===== src/rtl/lsu_pkg.sv =====
// Shared definitions for the load/store unit: access-size encodings, FSM states
// and the alignment predicate used by both the LSU and the retire checker.
package lsu_pkg;

  localparam logic [1:0] SZ_B = 2'b00;
  localparam logic [1:0] SZ_H = 2'b01;
  localparam logic [1:0] SZ_W = 2'b10;

  typedef enum logic [1:0] {
    ST_IDLE  = 2'b00,
    ST_ISSUE = 2'b01,
    ST_WAIT  = 2'b10,
    ST_RESP  = 2'b11
  } state_e;

  // Size 2'b11 is illegal and reported through the same trap as misalignment.
  function automatic logic misaligned(input logic [1:0] size, input logic [1:0] addr_lo);
    case (size)
      SZ_B:    misaligned = 1'b0;
      SZ_H:    misaligned = addr_lo[0];
      SZ_W:    misaligned = (addr_lo != 2'b00);
      default: misaligned = 1'b1;
    endcase
  endfunction

endpackage


===== src/rtl/lsu_align.sv =====
// Byte-lane alignment: store mask and data shift, load shift and sign/zero
// extension. Purely combinational so the retire checker can reuse it.
module lsu_align
  import lsu_pkg::*;
(
  input  logic [1:0]  size,
  input  logic        is_unsigned,
  input  logic [1:0]  addr_lo,
  input  logic [31:0] wdata,
  input  logic [31:0] rdata,
  output logic [3:0]  mask,
  output logic [31:0] wdata_sh,
  output logic [31:0] rdata_ext
);

  logic [4:0]  shamt_s;
  logic [31:0] rdata_sh_s;

  assign shamt_s    = {addr_lo, 3'b000};
  assign wdata_sh   = wdata << shamt_s;
  assign rdata_sh_s = rdata >> shamt_s;

  // Lane mask and load extension selected by access size.
  always_comb begin
    mask      = 4'b0000;
    rdata_ext = 32'h0000_0000;
    case (size)
      SZ_B: begin
        mask      = 4'b0001 << addr_lo;
        rdata_ext = is_unsigned ? {24'h00_0000, rdata_sh_s[7:0]}
                                : {{24{rdata_sh_s[7]}}, rdata_sh_s[7:0]};
      end
      SZ_H: begin
        mask      = 4'b0011 << addr_lo;
        rdata_ext = is_unsigned ? {16'h0000, rdata_sh_s[15:0]}
                                : {{16{rdata_sh_s[15]}}, rdata_sh_s[15:0]};
      end
      SZ_W: begin
        mask      = 4'b1111;
        rdata_ext = rdata_sh_s;
      end
      default: begin
        mask      = 4'b0000;
        rdata_ext = 32'h0000_0000;
      end
    endcase
  end

endmodule


===== src/rtl/lsu.sv =====
// Multi-cycle load/store unit: handshaked data-memory port with alignment
// checking, lane steering, load extension and an optional timeout watchdog.
module lsu
  import lsu_pkg::*;
#(
  parameter int ADDR_W  = 32,
  parameter int TIMEOUT = 0
) (
  input  logic              i_clk,
  input  logic              i_rst,
  input  logic              i_req_valid,
  output logic              o_req_ready,
  input  logic              i_req_wen,
  input  logic [1:0]        i_req_size,
  input  logic              i_req_unsigned,
  input  logic [ADDR_W-1:0] i_req_addr,
  input  logic [31:0]       i_req_wdata,
  output logic              o_resp_valid,
  output logic [31:0]       o_resp_rdata,
  output logic              o_resp_trap,
  output logic              o_busy,
  output logic [ADDR_W-1:0] o_mem_addr,
  output logic              o_mem_ren,
  output logic              o_mem_wen,
  output logic [31:0]       o_mem_wdata,
  output logic [3:0]        o_mem_mask,
  input  logic              i_mem_ready,
  input  logic              i_mem_valid,
  input  logic [31:0]       i_mem_rdata
);

  localparam logic [31:0] TIMEOUT_W = 32'(TIMEOUT);

  state_e      state_r;
  logic        req_wen_r;
  logic        req_uns_r;
  logic [1:0]  req_size_r;
  logic [1:0]  addr_lo_r;
  logic [31:0] wd_cnt_r;

  logic [1:0]  al_size_s;
  logic        al_uns_s;
  logic [1:0]  al_addr_s;
  logic [3:0]  al_mask_s;
  logic [31:0] al_wdata_s;
  logic [31:0] al_rdata_s;
  logic        accept_s;
  logic        in_mem_s;
  logic        timeout_s;

  // Aligner sees the incoming request in IDLE and the captured one afterwards.
  always_comb begin
    if (state_r == ST_IDLE) begin
      al_size_s = i_req_size;
      al_uns_s  = i_req_unsigned;
      al_addr_s = i_req_addr[1:0];
    end else begin
      al_size_s = req_size_r;
      al_uns_s  = req_uns_r;
      al_addr_s = addr_lo_r;
    end
  end

  lsu_align u_align (
    .size        (al_size_s),
    .is_unsigned (al_uns_s),
    .addr_lo     (al_addr_s),
    .wdata       (i_req_wdata),
    .rdata       (i_mem_rdata),
    .mask        (al_mask_s),
    .wdata_sh    (al_wdata_s),
    .rdata_ext   (al_rdata_s)
  );

  assign accept_s  = o_req_ready & i_req_valid;
  assign in_mem_s  = (state_r == ST_ISSUE) | (state_r == ST_WAIT);
  assign timeout_s = (TIMEOUT > 0) && in_mem_s && (wd_cnt_r == TIMEOUT_W);

  // Transaction FSM; every output is registered and follows the next state.
  always_ff @(posedge i_clk) begin
    if (i_rst) begin
      state_r      <= ST_IDLE;
      req_wen_r    <= 1'b0;
      req_uns_r    <= 1'b0;
      req_size_r   <= 2'b00;
      addr_lo_r    <= 2'b00;
      wd_cnt_r     <= 32'h0;
      o_req_ready  <= 1'b0;
      o_resp_valid <= 1'b0;
      o_resp_rdata <= 32'h0;
      o_resp_trap  <= 1'b0;
      o_busy       <= 1'b0;
      o_mem_addr   <= '0;
      o_mem_ren    <= 1'b0;
      o_mem_wen    <= 1'b0;
      o_mem_wdata  <= 32'h0;
      o_mem_mask   <= 4'b0000;
    end else begin
      o_resp_valid <= 1'b0;
      case (state_r)
        ST_IDLE: begin
          if (accept_s) begin
            req_wen_r   <= i_req_wen;
            req_uns_r   <= i_req_unsigned;
            req_size_r  <= i_req_size;
            addr_lo_r   <= i_req_addr[1:0];
            o_req_ready <= 1'b0;
            o_busy      <= 1'b1;
            if (misaligned(i_req_size, i_req_addr[1:0])) begin
              state_r      <= ST_RESP;
              o_resp_valid <= 1'b1;
              o_resp_trap  <= 1'b1;
              o_resp_rdata <= 32'h0;
            end else begin
              state_r     <= ST_ISSUE;
              wd_cnt_r    <= 32'h0;
              o_mem_ren   <= ~i_req_wen;
              o_mem_wen   <= i_req_wen;
              o_mem_addr  <= {i_req_addr[ADDR_W-1:2], 2'b00};
              o_mem_mask  <= al_mask_s;
              o_mem_wdata <= al_wdata_s;
            end
          end else begin
            o_req_ready <= 1'b1;
            o_busy      <= 1'b0;
          end
        end
        ST_ISSUE, ST_WAIT: begin
          wd_cnt_r <= wd_cnt_r + 32'd1;
          // The watchdog wins: a late memory response is not accepted.
          if (timeout_s) begin
            state_r      <= ST_RESP;
            o_mem_ren    <= 1'b0;
            o_mem_wen    <= 1'b0;
            o_resp_valid <= 1'b1;
            o_resp_trap  <= 1'b1;
            o_resp_rdata <= 32'h0;
          end else if ((state_r == ST_WAIT) || i_mem_ready) begin
            o_mem_ren <= 1'b0;
            o_mem_wen <= 1'b0;
            if (i_mem_valid) begin
              state_r      <= ST_RESP;
              o_resp_valid <= 1'b1;
              o_resp_trap  <= 1'b0;
              o_resp_rdata <= req_wen_r ? 32'h0 : al_rdata_s;
            end else begin
              state_r <= ST_WAIT;
            end
          end else begin
            state_r <= ST_ISSUE;
          end
        end
        ST_RESP: begin
          state_r     <= ST_IDLE;
          o_req_ready <= 1'b1;
          o_busy      <= 1'b0;
        end
        default: begin
          state_r     <= ST_IDLE;
          o_req_ready <= 1'b1;
          o_busy      <= 1'b0;
          o_mem_ren   <= 1'b0;
          o_mem_wen   <= 1'b0;
        end
      endcase
    end
  end

endmodule


===== config.mk =====
export PLATFORM = sky130hd
export DESIGN_NAME = lsu
export DESIGN_NICKNAME = d
export VERILOG_FILES = /design/src/rtl/lsu_pkg.sv /design/src/rtl/lsu_align.sv /design/src/rtl/lsu.sv
export SDC_FILE = /design/constraint.sdc
export NUM_CORES = 1
export LEC_CHECK = 0
export CAP_MARGIN = 30
export CELL_PAD_IN_SITES_DETAIL_PLACEMENT = 1
export CELL_PAD_IN_SITES_GLOBAL_PLACEMENT = 1
export CORE_ASPECT_RATIO = 0.6
export CORE_UTILIZATION = 30
export DETAILED_ROUTE_END_ITERATION = 6
export PLACE_DENSITY_LB_ADDON = 0.08
export SYNTH_ARGS = -nofsm -noshare
export SYNTH_HDL_FRONTEND = slang
export SYNTH_SLANG_ARGS = --single-unit

===== constraint.sdc =====
create_clock -name i_clk -period 5.4 [get_ports i_clk]
set_clock_uncertainty 0.15 [all_clocks]
set_input_delay 1.08 -clock i_clk [delete_from_list [all_inputs] [get_ports i_clk]]
set_output_delay 1.08 -clock i_clk [all_outputs]
set_load 0.02 [all_outputs]

==> out/summary.txt <==
Final period util - 65.8%
GPL Wtd Cong - 0.882
CP Max Fanout - 48
H-tree lvl count - 3
final core occ - 46.7%
layout cell share with drive strength beyond 1 - 5.35%
CTS max path bufs - 2
Lkg Pwr - 2.87 nW
initial antenna violation count - 0
largest net degree at the start of global routing - 87
Mapped Area - 5200 µm²
register-to-register setup slack - 2.46 ns
Hold Path End - o_mem_wdata[5]$_SDFFE_PP0P_
Clock transition at path regs - 0.08 ns
Pwr per Cell Area - 415 nW/µm²
synth unique cells - 53
register area share after synthesis - 43.1%
Reg2Reg Launch Point - state_r[0]$_SDFFE_PP0P_
status - finished clean
Synth warnings - 0
startpoint types - input port
synthesized area per cell - 7.71 µm²
row cnt - 36
Async SR Flop Fraction - 0%
Final Hold Vio Count - 0
FMAX - 0.281 GHz
fin nets - 963
die height - 104 µm
Post-synth EDFFs - 0
critical path arrival - 3.61 ns
first-pass GRT wire length - 31000 µm
final setup fails - 0
Sink Count - 112
Initial Util - 31.3%
actual slew at the worst max-slew pin - 0.948 ns
vias post-DR - 5550
pre-CTS setup slack - 1.50 ns
Req. time, crit path - 5.46 ns
kind of critical path - input port to register
PortBufs - 208
Reg2Reg Depth - 8
Slew Limit Headroom - 36.5%
DP Wirelength - 15000 µm
gr usage total - 22.2%
Mapped Cells - 674
die span in x - 172 µm
Core Footprint - 16600 µm²
n_diodes - 0
Fin Setup TNS - 0 ns
Slew Viols, Final - 0
Top FF cell, synth - dfxtp_1
via/cell ratio - 5.10
root buffer cell - clkbuf_16
DR pass1 iterations - 5
CTS tree - done
setup repair bufs after CTS - 0
Hold WC Path Type - register to register
Seq cells post-synth - 112
wire per inst - 18.6 µm
Detail Route Antenna Nets - 0
Ports - 211
Layout area overhead - 49.0%
DRC viols - 0
Die Area - 17900 µm²
r2r endpoint - o_resp_rdata[28]$_SDFFE_PP0P_
max cap viols - 0
worst min-delay path startpoint - o_mem_wdata[5]$_SDFFE_PP0P_
cts bufs inserted - 9
RSZ-0062 raised after global routing - false
cts hold-fix bufs - 0
total gr overflow - 0
final worst slack - 1.85 ns
Worst Hold Path Cells - 2
insertion delay to the later sink of the worst-skew pair - 0.35 ns
routed wire length - 20200 µm
vias in the first global route - 5420
peak supply drop - 0.000481 V
post-cts sizing count - 0
Tmin final - 3.55 ns
Worst Setup End Kind - register
DRT iter0 DRCs - 413
## per-layer routing
layer | track usage (%) | part of all wire (%) | vias up
li1 | - | - | 2672
met1 | 31.7 | 49 | 2684
met2 | 34.4 | 44 | 177
met3 | 4.45 | 6.0 | 17
met4 | 4.30 | 0.98 | 0
met5 | 0 | 0 | -
## final cells by class
class / instances / area, µm²
Clock buffer: 10 / 229
Clock inverter: 6 / 50.0
Fill cell: 1983 / 8830
Inverter: 4 / 15.0
Multi-Input combinational cell: 510 / 2740
Sequential cell: 112 / 2240
Tap cell: 228 / 285
Timing Repair Buffer: 218 / 2180
## cell usage after synthesis (2+ instances only)
master | count | area share, %
a31oi_1 | 2 | 0.24
clkbuf_1 | 28 | 2.0
o2bb2ai_1 | 8 | 1.3
buf_2 | 15 | 1.4
a22oi_1 | 18 | 2.6
nor3_1 | 24 | 2.3
buf_4 | 5 | 0.72
inv_1 | 4 | 0.29
mux2i_1 | 18 | 3.5
ha_1 | 3 | 0.72
mux2_4 | 2 | 0.58
nor4_4 | 2 | 0.82
mux2_2 | 2 | 0.43
dfxtp_1 | 112 | 43
nor2b_1 | 5 | 0.60
mux2i_4 | 2 | 0.87
nand2_1 | 208 | 15
a211oi_1 | 10 | 1.4
nor2_1 | 40 | 2.9
nand2b_1 | 3 | 0.36
nand3_1 | 41 | 3.9
a32oi_1 | 7 | 1.2
and3_1 | 4 | 0.48
o21ai_0 | 3 | 0.29
a21oi_1 | 80 | 7.7
## cells in the final DEF (no fill, tap or decap), types with 2 or more instances in the layout
cell type        Yosys  final
a211oi_1            10     10
a21oi_1             80     79
a21oi_2              1      2
a22oi_1             18     18
a31oi_1              2      2
a32oi_1              7      7
and3_1               4      4
buf_4                5      8
clkbuf_16            0      9
clkdlybuf4s50_1      0    207
conb_1               1      2
dfxtp_1            112    112
ha_1                 3      3
inv_1                4      4
inv_6                0      2
mux2_2               2      2
mux2_4               2      2
mux2i_1             18     18
mux2i_4              2      3
nand2_1            208    208
nand2b_1             3      3
nand3_1             41     41
nor2_1              40     39
nor2b_1              5      5
nor3_1              24     24
nor4_4               2      2
o21ai_0              3      3
o2bb2ai_1            8      8
## state kept, by name, indices dropped and copies added, names as in the netlist
register      count
addr_lo_r         2
o_req_ready       1
o_busy            1
req_wen_r         1
o_mem_ren         1
o_mem_mask        4
o_mem_addr       30
o_mem_wen         1
req_uns_r         1
o_resp_trap       1
req_size_r        2
o_mem_wdata      32
o_resp_valid      1
o_resp_rdata     32
state_r           2
## worst max-delay path: stages
cell             delay (ns)
clkdlybuf4s50_1        0.75
mux2_4                 0.62
mux2_4                 0.36
a2bb2oi_1              0.19
o211ai_4               0.48
nand2_1                0.11
## logic make-up (layout without fill, tap and decap cells)
kind of cell | count (synthesis) | count (layout) | synth area share (%)
buffers and inverters | 53 | 238 | 4.70
muxes | 26 | 26 | 5.83
AOI/OAI and AO/OA | 144 | 144 | 17.7
DFF | 112 | 112 | 43.1
and+or+nand+nor | 335 | 335 | 27.8
other | 1 | 2 | 0.0722
adders and majority gates | 3 | 3 | 0.722
## worst max-delay path by stage
| stage | start | to | slack [ns] |
|---|---|---|---|
| finish | i_req_addr[0] | o_resp_rdata[28]$_SDFFE_PP0P_ | 1.85 |
| global route | i_req_addr[0] | o_resp_rdata[28]$_SDFFE_PP0P_ | 1.72 |
| CTS | i_req_addr[0] | o_resp_rdata[18]$_SDFFE_PP0P_ | 1.89 |
| detailed placement | i_req_addr[0] | o_resp_rdata[18]$_SDFFE_PP0P_ | 1.50 |
| global placement | i_req_addr[0] | o_resp_rdata[26]$_SDFFE_PP0P_ | 1.65 |
| floorplan | i_req_addr[0] | o_resp_rdata[21]$_SDFFE_PP0P_ | 2.69 |
## through the flow
stage,area [µm²],hold WS (ns),power [mW],instances
after floorplan,5200,0.281,2.00,675
after global placement,7420,0.291,2.49,1070
after detailed placement,7460,0.298,2.57,1072
after CTS,7740,0.309,3.23,1088
after global routing,7740,0.321,3.41,1088
final,7740,0.307,3.21,1088
## power breakdown
part	internal [mW]	total (mW)	switching, mW	leakage, nW
clock network	0.321	0.655	0.334	0.135
registers	0.924	0.990	0.0659	0.906
logic	0.588	1.57	0.981	1.83
Power figures use the tool's default switching activity.
